### src/rtl/fpu_result_buffer.sv
// Purpose: credit-gated result FIFO behind the fixed-latency, non-stallable FPU pipeline.
// Latency: 1 cycle from res_valid to out_valid (first-word-fall-through, no bypass).
// Backpressure: out_ready stalls the head; credits (issue_ready) stop new launches so results are never lost.
//
// Ports:
//   clk, rst        - rising-edge clock, asynchronous active-low reset
//   issue_valid/rdy - FPU launch request / credit available (registered state only)
//   res_valid/data  - result from the FPU final stage (cannot be stalled)
//   out_valid/data  - buffer head, popped when out_ready is high
//   out_ready       - downstream accepts the head
//   count           - results currently stored
//   in_flight       - ops launched and not yet returned
//   overflow        - sticky protocol-error flag (stray or overflowing result)

`timescale 1ns/1ps

module fpu_result_buffer #(
  parameter int WIDTH = 32,
  parameter int DEPTH = 8
) (
  input  logic                         clk,
  input  logic                         rst,
  input  logic                         issue_valid,
  output logic                         issue_ready,
  input  logic                         res_valid,
  input  logic [WIDTH-1:0]             res_data,
  output logic                         out_valid,
  output logic [WIDTH-1:0]             out_data,
  input  logic                         out_ready,
  output logic [$clog2(DEPTH+1)-1:0]   count,
  output logic [$clog2(DEPTH+1)-1:0]   in_flight,
  output logic                         overflow
);

  localparam int CW = $clog2(DEPTH+1);
  localparam int AW = $clog2(DEPTH);

  logic [WIDTH-1:0] mem [DEPTH];
  logic [AW-1:0]    rd_ptr;
  logic [AW-1:0]    wr_ptr;
  logic [CW-1:0]    count_q;
  logic [CW-1:0]    in_flight_q;
  logic             overflow_q;

  // One extra bit so count + in_flight cannot wrap before the compare.
  logic [CW:0]      occupancy;

  logic issue;
  logic pop;
  logic stray;
  logic ret;
  logic full_drop;
  logic accept;

  function automatic logic [AW-1:0] next_ptr(input logic [AW-1:0] ptr);
    next_ptr = (ptr == AW'(DEPTH-1)) ? '0 : ptr + AW'(1);
  endfunction

  // Credits are granted from registered state only: a pop this cycle frees
  // its slot for launches starting next cycle.
  assign occupancy   = {1'b0, count_q} + {1'b0, in_flight_q};
  assign issue_ready = occupancy < (CW+1)'(DEPTH);

  assign out_valid = (count_q != '0);
  assign out_data  = mem[rd_ptr];

  assign issue = issue_valid & issue_ready;
  assign pop   = out_valid & out_ready;

  // A result with nothing outstanding is stray: dropped and flagged, and it
  // does not cancel a launch happening in the same cycle.
  assign stray = res_valid & (in_flight_q == '0);
  assign ret   = res_valid & ~stray;

  // At full, a result can still land if the head leaves in the same cycle.
  assign full_drop = ret & (count_q == CW'(DEPTH)) & ~pop;
  assign accept    = ret & ~full_drop;

  always_ff @(posedge clk or negedge rst) begin
    if (!rst) begin
      rd_ptr      <= '0;
      wr_ptr      <= '0;
      count_q     <= '0;
      in_flight_q <= '0;
      overflow_q  <= 1'b0;
    end else begin
      if (accept) begin
        wr_ptr <= next_ptr(wr_ptr);
      end
      if (pop) begin
        rd_ptr <= next_ptr(rd_ptr);
      end

      if (accept && !pop) begin
        count_q <= count_q + CW'(1);
      end else if (pop && !accept) begin
        count_q <= count_q - CW'(1);
      end

      // A returned-but-dropped result (full_drop) still retires its credit.
      if (issue && !ret) begin
        in_flight_q <= in_flight_q + CW'(1);
      end else if (ret && !issue) begin
        in_flight_q <= in_flight_q - CW'(1);
      end

      if (stray || full_drop) begin
        overflow_q <= 1'b1;
      end
    end
  end

  // Storage needs no reset: nothing is read until count is non-zero.
  always_ff @(posedge clk) begin
    if (accept) begin
      mem[wr_ptr] <= res_data;
    end
  end

  assign count     = count_q;
  assign in_flight = in_flight_q;
  assign overflow  = overflow_q;

endmodule

### config.mk
export PLATFORM = sky130hd
export DESIGN_NAME = fpu_result_buffer
export DESIGN_NICKNAME = d
export VERILOG_FILES = /design/src/rtl/fpu_result_buffer.sv
export SDC_FILE = /design/constraint.sdc
export NUM_CORES = 1
export LEC_CHECK = 0
export ABC_AREA = 1
export BUFFER_PORTS_ARGS = -buffer_cell sky130_fd_sc_hd__buf_2
export CAP_MARGIN = 40
export CORE_ASPECT_RATIO = 1.2
export CORE_MARGIN = 2
export CORE_UTILIZATION = 60
export CTS_CLUSTER_DIAMETER = 120
export DETAILED_ROUTE_END_ITERATION = 8
export GPL_TIMING_DRIVEN = 1
export HOLD_SLACK_MARGIN = 0.08
export PLACE_DENSITY_LB_ADDON = 0.15
export SLEW_MARGIN = 25
export SYNTH_ARGS = -nofsm -noshare
export SYNTH_HDL_FRONTEND = slang
export SYNTH_SLANG_ARGS = --single-unit
### constraint.sdc
create_clock -name clk -period 3.53 [get_ports clk]
set_input_delay 0.353 -clock clk [delete_from_list [all_inputs] [get_ports clk]]
set_output_delay 0.353 -clock clk [all_outputs]
set_load 0.01 [all_outputs]
==> results.toml, run 1 <==
[placed_design]
io_buffers = 79
place.gp.congestion = 0.7460
place_inst = 1270
hpwlAfterDp_um = 12960

[floorplan]
start_util_pct = 61.59
dieArea_mm2 = 0.01984
ios = 80
core_area_mm2 = 0.01824
die_w_um = 128.9
rows = 54
dieHeight_um = 153.9

[clock_tree]
tritoncts = "yes"
clock_sinks = 271
cts.clk_slew.worst_paths_ns = 0.06
cts-root-buf = "clkbuf_16"
cts.path.max_buffers = 3
post_cts_buffers = 0
cts_made_buffers = 26
cts_resized = 0
h-tree-depth = 1
insertion_delay_ns = 0.52

[layout]
num-fill-cells = 1291
register_area_mm2 = 0.008068
antenna_cells = 0
multi_input_area_mm2 = 0.002883
final_cells = 1316
utilization_pct = 69.57
syn_to_final_growth_pct = 12.95
final_nets = 1128
drive_gt1_share_pct = 13.55

[detailed_routing]
first_pass_iters = 5
postRouteWirelength_um = 23460
via_per_inst = 5.576
postRouteAntennaNets = 0
post_drt_wl_per_cell_um = 17.82
vias = 7338
route.detailed.drc = 0
drtIter0Drc = 732

[power]
p_per_area_mw_per_mm2 = 853.2
irDropWorstVdd_v = 0.0005943
fin_total_pwr_uw = 10830
power.leakage_uw = 0.004952

[setup_path]
r2r_end = "mem[3][10]$_DFFE_PP_"
cp-endpoint = "out_data[19]"
rr_startpoint = "in_flight[0]$_DFFE_PN0P_"
rrSetupSlack_ns = 0.95
cp-end-kind = "primary output"
cp.required_ns = 3.18
ff2ff_path_depth = 6
critPathKind = "reg2out"
crit_path_start_kind = "flip-flop"
crit_path_max_fanout = 36
crit_path_max_incr_delay_ns = 0.64
crit_path_top_delay_cell = "dfrtp_4"
cp.arrival_ns = 2.70
path_cells = "clkinv_2 > buf_4 > nand2_1 > nand2_1 > nand2_1 > o21ai_0 > nand2_1 > nand2_1 > buf_2"
cpMostUsedCell = "nand2_1"
startpoint = "rd_ptr[0]$_DFFE_PN0P_"

[timing]
finalSetupViolations = 0
worstMarginPinSlew_ns = 0.8549
grt_setup_unrepaired = "no"
fmax_mhz = 327.9
fin_crit_sh_pct = 86.40
slew_violations = 0
hold_ws_ns = 0.1056
finalClockSkew_ns = 0.01193
hold_viol_final = 0
finalCriticalPeriod_ns = 3.050
fin_tns_setup_ns = 0
relSlewSlack_pct = 43.00

[yosys]
seq_area_frac_synth_pct = 71.76
synth_area_per_cell_um2 = 11.29
ys.warnings.count = 0
yosys.area.top_type = "edfxtp_1"
syn-num-nets = 1047
ys_top_cells_by_area = "edfxtp_1, nand2_1, nor2_1"
netlist_area_mm2 = 0.01124
synthCells = 995
yosysTopAreaCellShare_pct = 68.42
yosys_register_bits = 271
synth.distinct_cells = 23

[flow_run]
drv_cap = 0

[global_route]
grt_start_max_net_pins = 66
grtUsageTotal_pct = 24.15
grt_overflow = 0
grt_pass1_wl_um = 36980
grt_antenna_before_repair = 2
grt_pass1_vias = 7103

[hold_path]
hold_path_class = "in2reg"

[run_status]
status = "finished clean"
-- registers in the layout, indices dropped and copies added, names as in the netlist --
register and count:
overflow 1, rd_ptr 3, count 4, in_flight 4, wr_ptr 3, mem 256
-- worst max-delay path: cells and delay by family, from the launching register on --
family	cells	cell delay [ns]
DFF	1	0.64
and+or+nand+nor	5	0.37
buffers and inverters	3	1.08
AOI/OAI and AO/OA	1	0.09
-- how the worst min path moves through the flow --
stage	startpoint	end	slack, ns	cells after the start
after floorplan	rst	count[0]$_DFFE_PN0P_	0.06	0
after global placement	rst	in_flight[0]$_DFFE_PN0P_	0.28	1
after detailed placement	rst	in_flight[2]$_DFFE_PN0P_	0.29	1
after CTS	res_data[15]	mem[6][15]$_DFFE_PP_	0.08	1
after global routing	res_data[1]	mem[0][1]$_DFFE_PP_	0.09	1
final	res_data[1]	mem[2][1]$_DFFE_PP_	0.11	1
-- per-layer routing --
layer	up-vias	GRT usage [%]	wire (µm)	share of wire [%]
met5	-	0	21	0.090
met3	27	3.584	1713	7.3
met1	3500	33.07	9634	41
met2	270	41.52	11830	50
li1	3537	-	-	-
met4	4	5.280	261	1.1
-- where the power goes --
group / leakage [µW] / switching [µW] / internal, µW
clock: 0.000384 / 1090 / 1470
sequential: 0.00250 / 253 / 4050
combinational: 0.00207 / 2660 / 1310
total: 0.00495 / 4000 / 6830
-- stage by stage --
stage	worst slack, ns	cell area, µm²
4_1_cts	0.4383	12690
6_report	0.4801	12690
3_5_place_dp	0.9314	11890
2_1_floorplan	0.7474	11240
3_3_place_gp	1.031	11890
5_1_grt	0.2661	12690
-- repair_timing --
item / 4_1_cts / 5_1_grt
hold buffers: 2 / 0
endpoints found under the hold margin: 17 / 0
setup endpoints to repair: 0 / 0
-- cells in the mapped netlist, drive strengths merged --
cell    number
a21o         1
a21oi        3
buf         35
clkbuf      15
dfrtp       15
edfxtp     256
fa           2
ha          13
inv         19
nand2      302
nand3       11
nand4        3
nor2       183
nor3         1
o21ai      130
or2          2
xnor2        4
-- cells by family (layout without fill, tap and decap cells) --
group	count (synthesis)	in the layout	share of synthesized area [%]
compound gates	134	134	5.991
fa+ha+maj	15	15	1.804
xor+xnor	4	4	0.3118
flops	271	271	71.76
simple gates	502	502	17.02
buf+inv	69	166	3.118
-- cell usage in the layout, fill, tap and decap left out --
cell type,netlist,routed
dlygate4sd3_1,0,2
clkbuf_1,15,6
buf_2,13,79
xnor2_1,4,4
clkbuf_16,0,27
clkinv_1,0,5
fa_1,2,2
a21oi_1,3,3
clkbuf_8,0,4
nand3_1,11,11
or2_2,2,2
dfrtp_4,0,1
a21o_1,1,1
ha_1,13,13
nor2_4,0,8
nor3_1,1,1
inv_2,1,1
o21ai_1,21,21
clkinv_2,0,3
dfrtp_2,0,1
nor2_1,183,175
buf_4,7,20
o21ai_0,109,109
dfrtp_1,15,13
nand2_1,302,302
nand4_1,3,3
buf_12,0,2
edfxtp_1,256,256
inv_1,18,17
-- final cells by class --
cell class / count / share of cell area (%)
Sequential cell: 271 / 63.57
Multi-Input combinational cell: 655 / 22.72
Clock buffer: 37 / 5.935
Timing Repair Buffer: 103 / 4.772
Tap cell: 224 / 2.208
Inverter: 19 / 0.5718
Clock inverter: 7 / 0.2268
No activity file was read; power rests on OpenSTA's default activity.
==> run 2: changes to the inputs <==
--- a/config.mk
+++ b/config.mk
@@ -5,12 +5,11 @@
 export SDC_FILE = /design/constraint.sdc
 export NUM_CORES = 1
 export LEC_CHECK = 0
-export ABC_AREA = 1
 export BUFFER_PORTS_ARGS = -buffer_cell sky130_fd_sc_hd__buf_2
 export CAP_MARGIN = 40
 export CORE_ASPECT_RATIO = 1.2
 export CORE_MARGIN = 2
-export CORE_UTILIZATION = 60
+export CORE_UTILIZATION = 30
 export CTS_CLUSTER_DIAMETER = 120
 export DETAILED_ROUTE_END_ITERATION = 8
 export GPL_TIMING_DRIVEN = 1
==> run 2 against run 1 <==
Non-clock buffer count rose by 26. First-iteration DRC count is 60% lower. Sequential power rose by 6.0%. Global-route usage down 12 points. Register-to-register slack worse by 0.60 ns. Area after synthesis down 4.7%. Synthesized cell count fell by 52%. Utilization down 32 points. Design area rose by 3.5%. Final cell count shrank 17%. Critical path type is now reg2reg. Critical endpoint is now in_flight[3]$_DFFE_PN0P_. Largest cell class unchanged. Largest power group unchanged. Highest routed layer is now met4.
==> results.toml, run 2 <==
[clock_tree]
post_cts_buffers = 0
cts.path.max_buffers = 3
h-tree-depth = 1
cts_made_buffers = 28
insertion_delay_ns = 0.55
tritoncts = "yes"
clock_sinks = 271
cts.clk_slew.worst_paths_ns = 0.06
cts-root-buf = "clkbuf_16"

[detailed_routing]
vias = 5186
postRouteAntennaNets = 0
via_per_inst = 4.723
wl_met1_um = 9900
wl_met2_um = 11660
route.detailed.drc = 0
post_drt_wl_per_cell_um = 20.86
first_pass_iters = 4
drtIter0Drc = 293
postRouteWirelength_um = 22900
top_layer = "met4"
dr_wl_met3_um = 934

[yosys]
synth.distinct_cells = 36
yosys.area.top_type = "edfxtp_1"
ys.warnings.count = 0
syn-num-nets = 527
synth_edf_count = 256
seq_area_frac_synth_pct = 75.29
netlist_area_mm2 = 0.01071
synth.most_common_cell = "edfxtp_1"
ys_async_sr_fraction_pct = 5.535
yosysTopAreaCellShare_pct = 71.78
synth_area_per_cell_um2 = 22.55
synthTopCellsByCount = "edfxtp_1, mux4_2, mux2_2"
yosys_register_bits = 271
synthCells = 475
ys_top_cells_by_area = "edfxtp_1, mux4_2, mux2_2"
synth_top_flop_cell = "edfxtp_1"

[placed_design]
place.gp.congestion = 0.7317
io_buffers = 79
hpwlAfterDp_um = 13120
dpl_cell_area_mm2 = 0.01186

[setup_path]
rr_startpoint = "count[1]$_DFFE_PN0P_"
cp-end-kind = "flip-flop"
startpoint = "count[1]$_DFFE_PN0P_"
crit_path_start_kind = "flip-flop"
critPathKind = "reg2reg"
cpMostUsedCell = "ha_1"
crit_path_top_delay_cell = "or4_1"
crit_path_max_incr_delay_ns = 0.49
path_cells = "ha_1 > a31o_2 > a2111oi_2 > and2_1 > ha_1 > inv_1 > ha_1 > or4_1 > o211ai_1 > o211ai_1"
crit_path_max_fanout = 7
cp.arrival_ns = 3.61
cp.required_ns = 3.95

[timing]
hold_viol_final = 0
fin_crit_sh_pct = 90.18
finalClockSkew_ns = 0.01797
worstMarginPinSlew_ns = 0.6654
relSlewSlack_pct = 55.64
finalCriticalPeriod_ns = 3.183
fmax_mhz = 314.1
fin_tns_setup_ns = 0
finalSetupViolations = 0
slew_violations = 0
grt_setup_unrepaired = "no"

[global_route]
grt_pass1_vias = 5702
grt_start_max_net_pins = 43
grt_pass1_wl_um = 35180
grt_antenna_before_repair = 0
grtUsageTotal_pct = 12.59
grt_overflow = 0

[flow_run]
drv_cap = 0

[layout]
drive_gt1_share_pct = 40.09
fin_area_mm2 = 0.01313
syn_to_final_growth_pct = 22.63
largest_register = "mem"
final_common_cell = "edfxtp_1"
mostFrequentLayoutCells = "edfxtp_1, buf_2, mux4_2"
utilization_pct = 37.42
antenna_cells = 0
largest_reg_flops = 256
num-fill-cells = 3270
final_nets = 666

[power]
irDropWorstVdd_v = 0.0004390
power.leakage_uw = 0.004344
p_per_area_mw_per_mm2 = 846.8

[floorplan]
ios = 80
die_w_um = 176.5
dieHeight_um = 211.0
rows = 75
dieArea_mm2 = 0.03723
core_area_mm2 = 0.03510
start_util_pct = 30.51

[run_status]
status = "finished clean"

[hold_path]
hold_path_class = "in2reg"
min_from = "res_data[21]"
[run 2: changes by cell type after synthesis, sizes merged, moves of 23 or more]
cell	before	now
buf	35	12
mux2	0	40
mux4	0	64
nand2	302	6
nor2	183	4
o21ai	130	3
[run 2: logic make-up (layout without fill, tap and decap cells)]
logic type | count (synthesis) | in the layout | synth area share (%)
AO/OA/AOI/OAI | 20 | 20 | 1.449
XOR/XNOR | 4 | 4 | 0.3271
adder cells (fa/ha/maj) | 15 | 15 | 1.893
buffers and inverters | 23 | 184 | 1.203
flip-flops | 271 | 271 | 75.29
multiplexers | 106 | 106 | 17.96
AND/OR/NAND/NOR | 36 | 36 | 1.881
[run 2: final timing paths]
path	endpoint	slack, ns	cells after the start
setup reg to reg	in_flight[3]$_DFFE_PN0P_	0.35	10
max in group asynchronous	rd_ptr[0]$_DFFE_PN0P_	2.98	2
hold reg to reg	overflow$_DFFE_PN0P_	0.47	1
setup / recovery	in_flight[3]$_DFFE_PN0P_	0.35	10
hold / removal	mem[0][21]$_DFFE_PP_	0.10	1
min in group asynchronous	in_flight[3]$_DFFE_PN0P_	0.24	2
[run 2: repair_timing]
| item | in CTS | in global routing |
|---|---|---|
| endpoints found under the setup margin | 0 | 1 |
| gates resized for setup | 0 | 2 |
| hold buffers | 30 | 0 |
| hold endpoints to repair | 219 | 0 |
[run 2: report_power, final]
part	leakage (µW)	total [µW]	internal, µW	switching, µW
sequential	0.00249	4560	4080	484
clock	0.000466	3070	1860	1210
combinational	0.00138	3490	1790	1700
[run 2: critical path, delay by kind of cell (launching register included)]
kind	cells	cell delay, ns
AOI/OAI and AO/OA	4	0.85
adders and majority gates	3	0.94
buffers and inverters	1	0.13
DFF	1	0.47
and+or+nand+nor	2	0.68
[run 2: routing by layer]
metal | vias to the layer above | global-route usage (%)
li1 | 2301 | -
met1 | 2744 | 16.47
met2 | 111 | 21.77
met3 | 30 | 1.926
met4 | 0 | 3.562
met5 | - | 0
[run 2: per-stage QoR]
stage	hold slack [ns]	setup WS, ns	total power (µW)	instances
2_1_floorplan	0.05741	0.2310	6829	475
3_3_place_gp	0.2884	0.4075	8060	1013
3_5_place_dp	0.2984	0.2926	8201	1015
4_1_cts	0.08323	0.2500	11330	1097
5_1_grt	0.1046	0.08173	11740	1098
6_report	0.1008	0.3465	11120	1098
[run 2: final cells by class]
cell class | count | area [µm²] | share of cell area (%)
clock buffer | 33 | 740.7 | 5.640
clock inverter | 19 | 221.5 | 1.686
inverter | 3 | 11.26 | 0.08575
multi-input combinational | 181 | 2620 | 19.95
sequential | 271 | 8073 | 61.47
tap | 462 | 578.1 | 4.402
timing repair buffer | 129 | 888.4 | 6.764
